**src/rtl/fxp_acc_pkg.sv**
```systemverilog
// +------------------------------------------------------------------------+
// | Package     : fxp_acc_pkg                                              |
// | Description : Shared types and width helper for the fixed-point        |
// |               stream accumulator.                                      |
// | Revision    : 1.0 - initial release                                    |
// +------------------------------------------------------------------------+
`default_nettype none

package fxp_acc_pkg;

    typedef enum logic [0:0] {
        IDLE  = 1'b0,
        ACCUM = 1'b1
    } state_e;

    typedef enum logic [0:0] {
        MODE_ADD = 1'b0,
        MODE_ACC = 1'b1
    } mode_e;

    function automatic int sum_w(input int int_w, input int frac_w, input int guard_w);
        return int_w + frac_w + guard_w;
    endfunction

endpackage

`default_nettype wire

```
**src/rtl/fxp_sat_add.sv**
```systemverilog
// +------------------------------------------------------------------------+
// | Module      : fxp_sat_add                                              |
// | Description : Combinational SUM_W-bit unsigned adder with carry out.   |
// |               FXP_ACC_SATURATE_EN clamps the sum to all-ones on carry; |
// |               otherwise the sum wraps modulo 2^SUM_W.                  |
// | Revision    : 1.0 - initial release                                    |
// +------------------------------------------------------------------------+
`default_nettype none

module fxp_sat_add #(
    parameter int SUM_W = 5
) (
    input  logic [SUM_W-1:0] a_i,
    input  logic [SUM_W-1:0] b_i,
    output logic [SUM_W-1:0] sum_o,
    output logic             carry_o
);

    logic [SUM_W:0] w_full;

    assign w_full  = {1'b0, a_i} + {1'b0, b_i};
    assign carry_o = w_full[SUM_W];

`ifdef FXP_ACC_SATURATE_EN
    // Addends are non-negative, so a clamped accumulator stays clamped.
    assign sum_o = w_full[SUM_W] ? {SUM_W{1'b1}} : w_full[SUM_W-1:0];
`else
    assign sum_o = w_full[SUM_W-1:0];
`endif

endmodule

`default_nettype wire

```
**src/rtl/fixed_point_stream_accumulator.sv**
```systemverilog
// +------------------------------------------------------------------------+
// | Module      : fixed_point_stream_accumulator                           |
// | Description : Unsigned fixed-point pairwise adder / packet accumulator |
// |               on a valid/ready stream with a registered result.        |
// |               Optional macro FXP_ACC_SATURATE_EN selects saturation.   |
// | Revision    : 1.0 - initial release                                    |
// +------------------------------------------------------------------------+
`default_nettype none

module fixed_point_stream_accumulator
    import fxp_acc_pkg::*;
#(
    parameter  int INT_W   = 2,
    parameter  int FRAC_W  = 2,
    parameter  int GUARD_W = 2,
    localparam int IN_W    = INT_W + FRAC_W,
    localparam int SUM_W   = sum_w(INT_W, FRAC_W, GUARD_W)
) (
    input  logic             clk,
    input  logic             rst_n,
    input  logic             in_valid,
    output logic             in_ready,
    input  logic [IN_W-1:0]  in_a,
    input  logic [IN_W-1:0]  in_b,
    input  logic             in_mode,
    input  logic             in_last,
    input  logic             acc_clr,
    output logic             out_valid,
    input  logic             out_ready,
    output logic [SUM_W-1:0] out_sum,
    output logic             out_ovf
);

    state_e             state_q, state_d;
    logic [SUM_W-1:0]   acc_q, acc_d;
    logic               sticky_q, sticky_d;
    logic               out_valid_q, out_valid_d;
    logic [SUM_W-1:0]   out_sum_q, out_sum_d;
    logic               out_ovf_q, out_ovf_d;

    logic               w_fire;
    logic               w_load;
    logic               w_res_ovf;
    logic [SUM_W-1:0]   w_pair;
    logic [SUM_W-1:0]   w_base;
    logic [SUM_W-1:0]   w_add_sum;
    logic               w_add_carry;

    assign in_ready = !acc_clr && (!out_valid_q || out_ready);
    assign w_fire   = in_valid && in_ready;

    // GUARD_W >= 1 guarantees a+b alone never carries out of SUM_W.
    assign w_pair = {{GUARD_W{1'b0}}, in_a} + {{GUARD_W{1'b0}}, in_b};
    assign w_base = (state_q == ACCUM) ? acc_q : '0;

    fxp_sat_add #(
        .SUM_W (SUM_W)
    ) u_add (
        .a_i     (w_base),
        .b_i     (w_pair),
        .sum_o   (w_add_sum),
        .carry_o (w_add_carry)
    );

    always_comb begin
        state_d   = state_q;
        acc_d     = acc_q;
        sticky_d  = sticky_q;
        w_load    = 1'b0;
        w_res_ovf = 1'b0;
        if (acc_clr) begin
            state_d  = IDLE;
            acc_d    = '0;
            sticky_d = 1'b0;
        end else if (w_fire) begin
            if (state_q == IDLE) begin
                if (mode_e'(in_mode) == MODE_ADD) begin
                    w_load = 1'b1;
                end else if (in_last) begin
                    w_load    = 1'b1;
                    w_res_ovf = w_add_carry;
                end else begin
                    acc_d    = w_add_sum;
                    sticky_d = w_add_carry;
                    state_d  = ACCUM;
                end
            end else begin
                if (in_last) begin
                    w_load    = 1'b1;
                    w_res_ovf = sticky_q | w_add_carry;
                    acc_d     = '0;
                    sticky_d  = 1'b0;
                    state_d   = IDLE;
                end else begin
                    acc_d    = w_add_sum;
                    sticky_d = sticky_q | w_add_carry;
                end
            end
        end
    end

    // A new result may load in the same cycle the old one is taken.
    always_comb begin
        out_valid_d = out_valid_q;
        out_sum_d   = out_sum_q;
        out_ovf_d   = out_ovf_q;
        if (w_load) begin
            out_valid_d = 1'b1;
            out_sum_d   = w_add_sum;
            out_ovf_d   = w_res_ovf;
        end else if (out_ready) begin
            out_valid_d = 1'b0;
        end
    end

    always_ff @(posedge clk or negedge rst_n) begin
        if (!rst_n) begin
            state_q     <= IDLE;
            acc_q       <= '0;
            sticky_q    <= 1'b0;
            out_valid_q <= 1'b0;
            out_sum_q   <= '0;
            out_ovf_q   <= 1'b0;
        end else begin
            state_q     <= state_d;
            acc_q       <= acc_d;
            sticky_q    <= sticky_d;
            out_valid_q <= out_valid_d;
            out_sum_q   <= out_sum_d;
            out_ovf_q   <= out_ovf_d;
        end
    end

    assign out_valid = out_valid_q;
    assign out_sum   = out_sum_q;
    assign out_ovf   = out_ovf_q;

endmodule

`default_nettype wire

```
**config.mk**
```make
export PLATFORM = sky130hd
export DESIGN_NAME = fixed_point_stream_accumulator
export DESIGN_NICKNAME = d
export VERILOG_FILES = /design/src/rtl/fxp_acc_pkg.sv /design/src/rtl/fxp_sat_add.sv /design/src/rtl/fixed_point_stream_accumulator.sv
export SDC_FILE = /design/constraint.sdc
export NUM_CORES = 1
export LEC_CHECK = 0
export BUFFER_PORTS_ARGS = -buffer_cell sky130_fd_sc_hd__buf_2
export CELL_PAD_IN_SITES_DETAIL_PLACEMENT = 1
export CELL_PAD_IN_SITES_GLOBAL_PLACEMENT = 1
export CORE_AREA = 3 3 56 58
export CTS_CLUSTER_DIAMETER = 80
export CTS_CLUSTER_SIZE = 25
export DETAILED_ROUTE_END_ITERATION = 7
export DIE_AREA = 0 0 59 61
export GPL_TIMING_DRIVEN = 0
export PLACE_DENSITY_LB_ADDON = 0.1
export SYNTH_ARGS = -nofsm -noshare
export SYNTH_HDL_FRONTEND = slang
export SYNTH_SLANG_ARGS = --single-unit
```
**constraint.sdc**
```tcl
create_clock -name clk -period 2.3 [get_ports clk]
set_input_delay 0.345 -clock clk [delete_from_list [all_inputs] [get_ports clk]]
set_output_delay 0.345 -clock clk [all_outputs]
set_load 0.03 [all_outputs]
```
==> impl_metrics.toml <==
[logic_synthesis]
netlist_area_um2 = 966
ys_ff_latch = 16
synthesis.nets = 105
avgSynthCellArea_um2 = 11.9
yosysSeqAreaShare_pct = 41.5
ys_warn_count = 0
synth_cell_types = 35
syn_inst = 81

[pwr]
ir_worst_vdd_uv = 346
clockPowerShare_pct = 23.9
switching_share_pct = 35.2
sequentialPowerShare_pct = 41.1
total_leakage_power_nw = 0.638
intPower_uw = 535
powerDensity_nw_per_um2 = 639
total_power_uw = 826
power.net_switching_uw = 290
pwr-share-comb_pct = 35.0

[layout]
antenna_cells = 0
num-fill-cells = 302
fin_nets = 139
area_delta_synth_final_pct = 33.8
fin_cells = 145
layout_commonest_cell = "buf_2"
mostFrequentLayoutCells = "buf_2, dfrtp_1, a22o_1"
drive_gt1_share_pct = 50.0

[floorplanning]
die_h_um = 61
ios = 24
start_util_pct = 35.6
core_um2 = 2710
die_area_um2 = 3600
die_w_um = 59
fp-row-count = 19

[setup_path]
cp.required_ns = 2.49
cp-start-kind = "flip-flop"
end_kind = "flip-flop"
critPathMaxFanout = 5
path_class = "flip-flop to flip-flop"
worst_ep_arrival_time_ns = 2.51

[drt]
post-route-drc-count = 0
first_iter_violations = 12
firstDrtPassIters = 3
wl_per_cell_um = 15.6
vias = 765
wirelength_mm = 2.26
via_per_inst = 5.28
drtAntennaViolNets = 0

[run]
maxCapViolations = 0

[cts]
clock_path_buffers = 2
clkTransAtPathRegs_ns = 0.10
root_buffer = "clkbuf_4"
htreeDepth = 1
cts.sinks = 16
clk_latency_ns = 0.30
tritoncts = "built"
cts_made_buffers = 3

[sta]
slew_viol_final = 0
final.setup.worst_slack_ns = -0.0162
final.min_clock_period_ns = 2.32
setup_violations = 1
rsz0062_at_grt = "yes"
hold_viol = 0
fmax_ghz = 0.432
setup_tns_ns = -0.0162
relSlewSlack_pct = 75.1
period_share_pct = 101
tightest_slew_ns = 0.373
skew_ns = 0.00603

[placed_design]
dpl.hpwl_mm = 1.65
dpl_worst_slack_ns = -0.186
portBuffers = 23
place_congestion = 0.661
placedCellCount = 135

[outcome]
violations = "negative setup slack"
status = "complete, but fails checks"

[global_routing]
grt_max_degree = 17
grt_usage_pct = 13.9
grt-ovfl-total = 0
grt_pass1_vias = 836
grt_pass1_wl_mm = 3.70
antenna_found_initial = 0

[worst_hold_path]
hp-class = "input pin to flip-flop"
flip-flops by register name, indices dropped and copies added (netlist names):
| register | flops |
|---|---|
| sticky_q | 1 |
| out_valid | 1 |
| acc_q | 6 |
| out_ovf | 1 |
| out_sum | 6 |
| state_q | 1 |
per-layer routing:
layer | wire (um) | share of wire, % | track usage, % | vias up
met1 | 972 | 43 | 15.6 | 385
li1 | - | - | - | 358
met5 | 0 | 0 | 0 | -
met2 | 1140 | 50 | 24.6 | 17
met3 | 122 | 5.4 | 5.11 | 5
met4 | 30 | 1.3 | 3.88 | 0
power groups by stage:
stage	Combinational, mW	Clock, mW	Sequential, mW
floorplan	0.101	0	0.412
global placement	0.248	0	0.344
detailed placement	0.253	0	0.346
CTS	0.270	0.202	0.339
global route	0.317	0.217	0.344
finish	0.289	0.197	0.339
final cells by class:
type	count	area, um^2	area share (%)
Multi-Input combinational cell	59	624	48.3
Sequential cell	16	400	31.0
Timing Repair Buffer	29	163	12.6
Tap cell	31	38.8	3.00
Clock buffer	4	36.3	2.81
Inverter	5	18.8	1.45
Buffer	1	11.3	0.871
logic make-up after synthesis:
logic type / after synthesis / share of synthesized area (%)
simple gates: 19 / 13.5
flops: 16 / 41.5
buf+inv: 6 / 2.46
xor+xnor: 3 / 2.72
compound gates: 23 / 18.5
fa+ha+maj: 9 / 15.5
mux: 5 / 5.83
worst max-delay path, stage by stage, from the launching register on:
cell,delay [ns]
dfrtp_1,0.37
buf_6,0.13
nand2_4,0.04
fa_1,0.50
inv_2,0.05
ha_4,0.16
fa_2,0.34
a21o_1,0.17
a21oi_2,0.19
a21oi_1,0.06
a22o_1,0.20
path summary, 6_finish.rpt:
| path | from | slack, ns | end | cells past startpoint |
|---|---|---|---|---|
| setup / recovery | state_q | -0.02 | acc_q[5] | 10 |
| hold / removal | in_last | 0.34 | out_ovf | 3 |
| setup reg to reg | state_q | -0.02 | acc_q[5] | 10 |
| hold reg to reg | out_sum[1] | 0.50 | out_sum[1] | 1 |
| max in group asynchronous | rst_n | 1.55 | state_q | 2 |
| min in group asynchronous | rst_n | 0.48 | out_sum[0] | 2 |
through the flow:
step                      cell area [um^2]  util (%)  hold slack, ns
after CTS                             1230      45.4           0.321
after floorplan                        977         -          0.0494
final                                 1290      47.7           0.338
after detailed placement              1130      41.7           0.288
after global routing                  1290      47.7           0.331
after global placement                1130      41.7           0.281
cell usage after synthesis (all sizes together):
| library cell | instances | share of area, % |
|---|---|---|
| a32o | 1 | 1.0 |
| and2 | 6 | 4.1 |
| nor2 | 2 | 1.0 |
| a211oi | 1 | 0.78 |
| a31o | 1 | 0.91 |
| nand4 | 1 | 2.2 |
| nand2 | 5 | 1.9 |
| xnor2 | 2 | 1.8 |
| o2111ai | 1 | 0.91 |
| a32oi | 1 | 0.91 |
| nor2b | 2 | 1.6 |
| xor2 | 1 | 0.91 |
| o21ai | 2 | 1.0 |
| buf | 1 | 0.52 |
| o21bai | 2 | 1.9 |
| dfrtp | 16 | 41 |
| and3 | 1 | 0.65 |
| nand2b | 1 | 1.4 |
| a21o | 2 | 1.6 |
| a22o | 6 | 5.4 |
| ha | 4 | 5.2 |
| inv | 5 | 1.9 |
| nand3 | 1 | 0.52 |
| o31ai | 2 | 1.6 |
| mux2 | 5 | 5.8 |
| fa | 5 | 10 |
| a21oi | 4 | 2.5 |
repair_timing:
item	4_1_cts	5_1_grt
pin swaps	11	15
endpoints found under the setup margin	6	6
gates resized for setup	7	9
endpoints found under the hold margin	16	0
hold buffers	1	0
setup buffers	4	1
gates cloned	0	0
No activity file was read; power rests on OpenSTA's default activity.
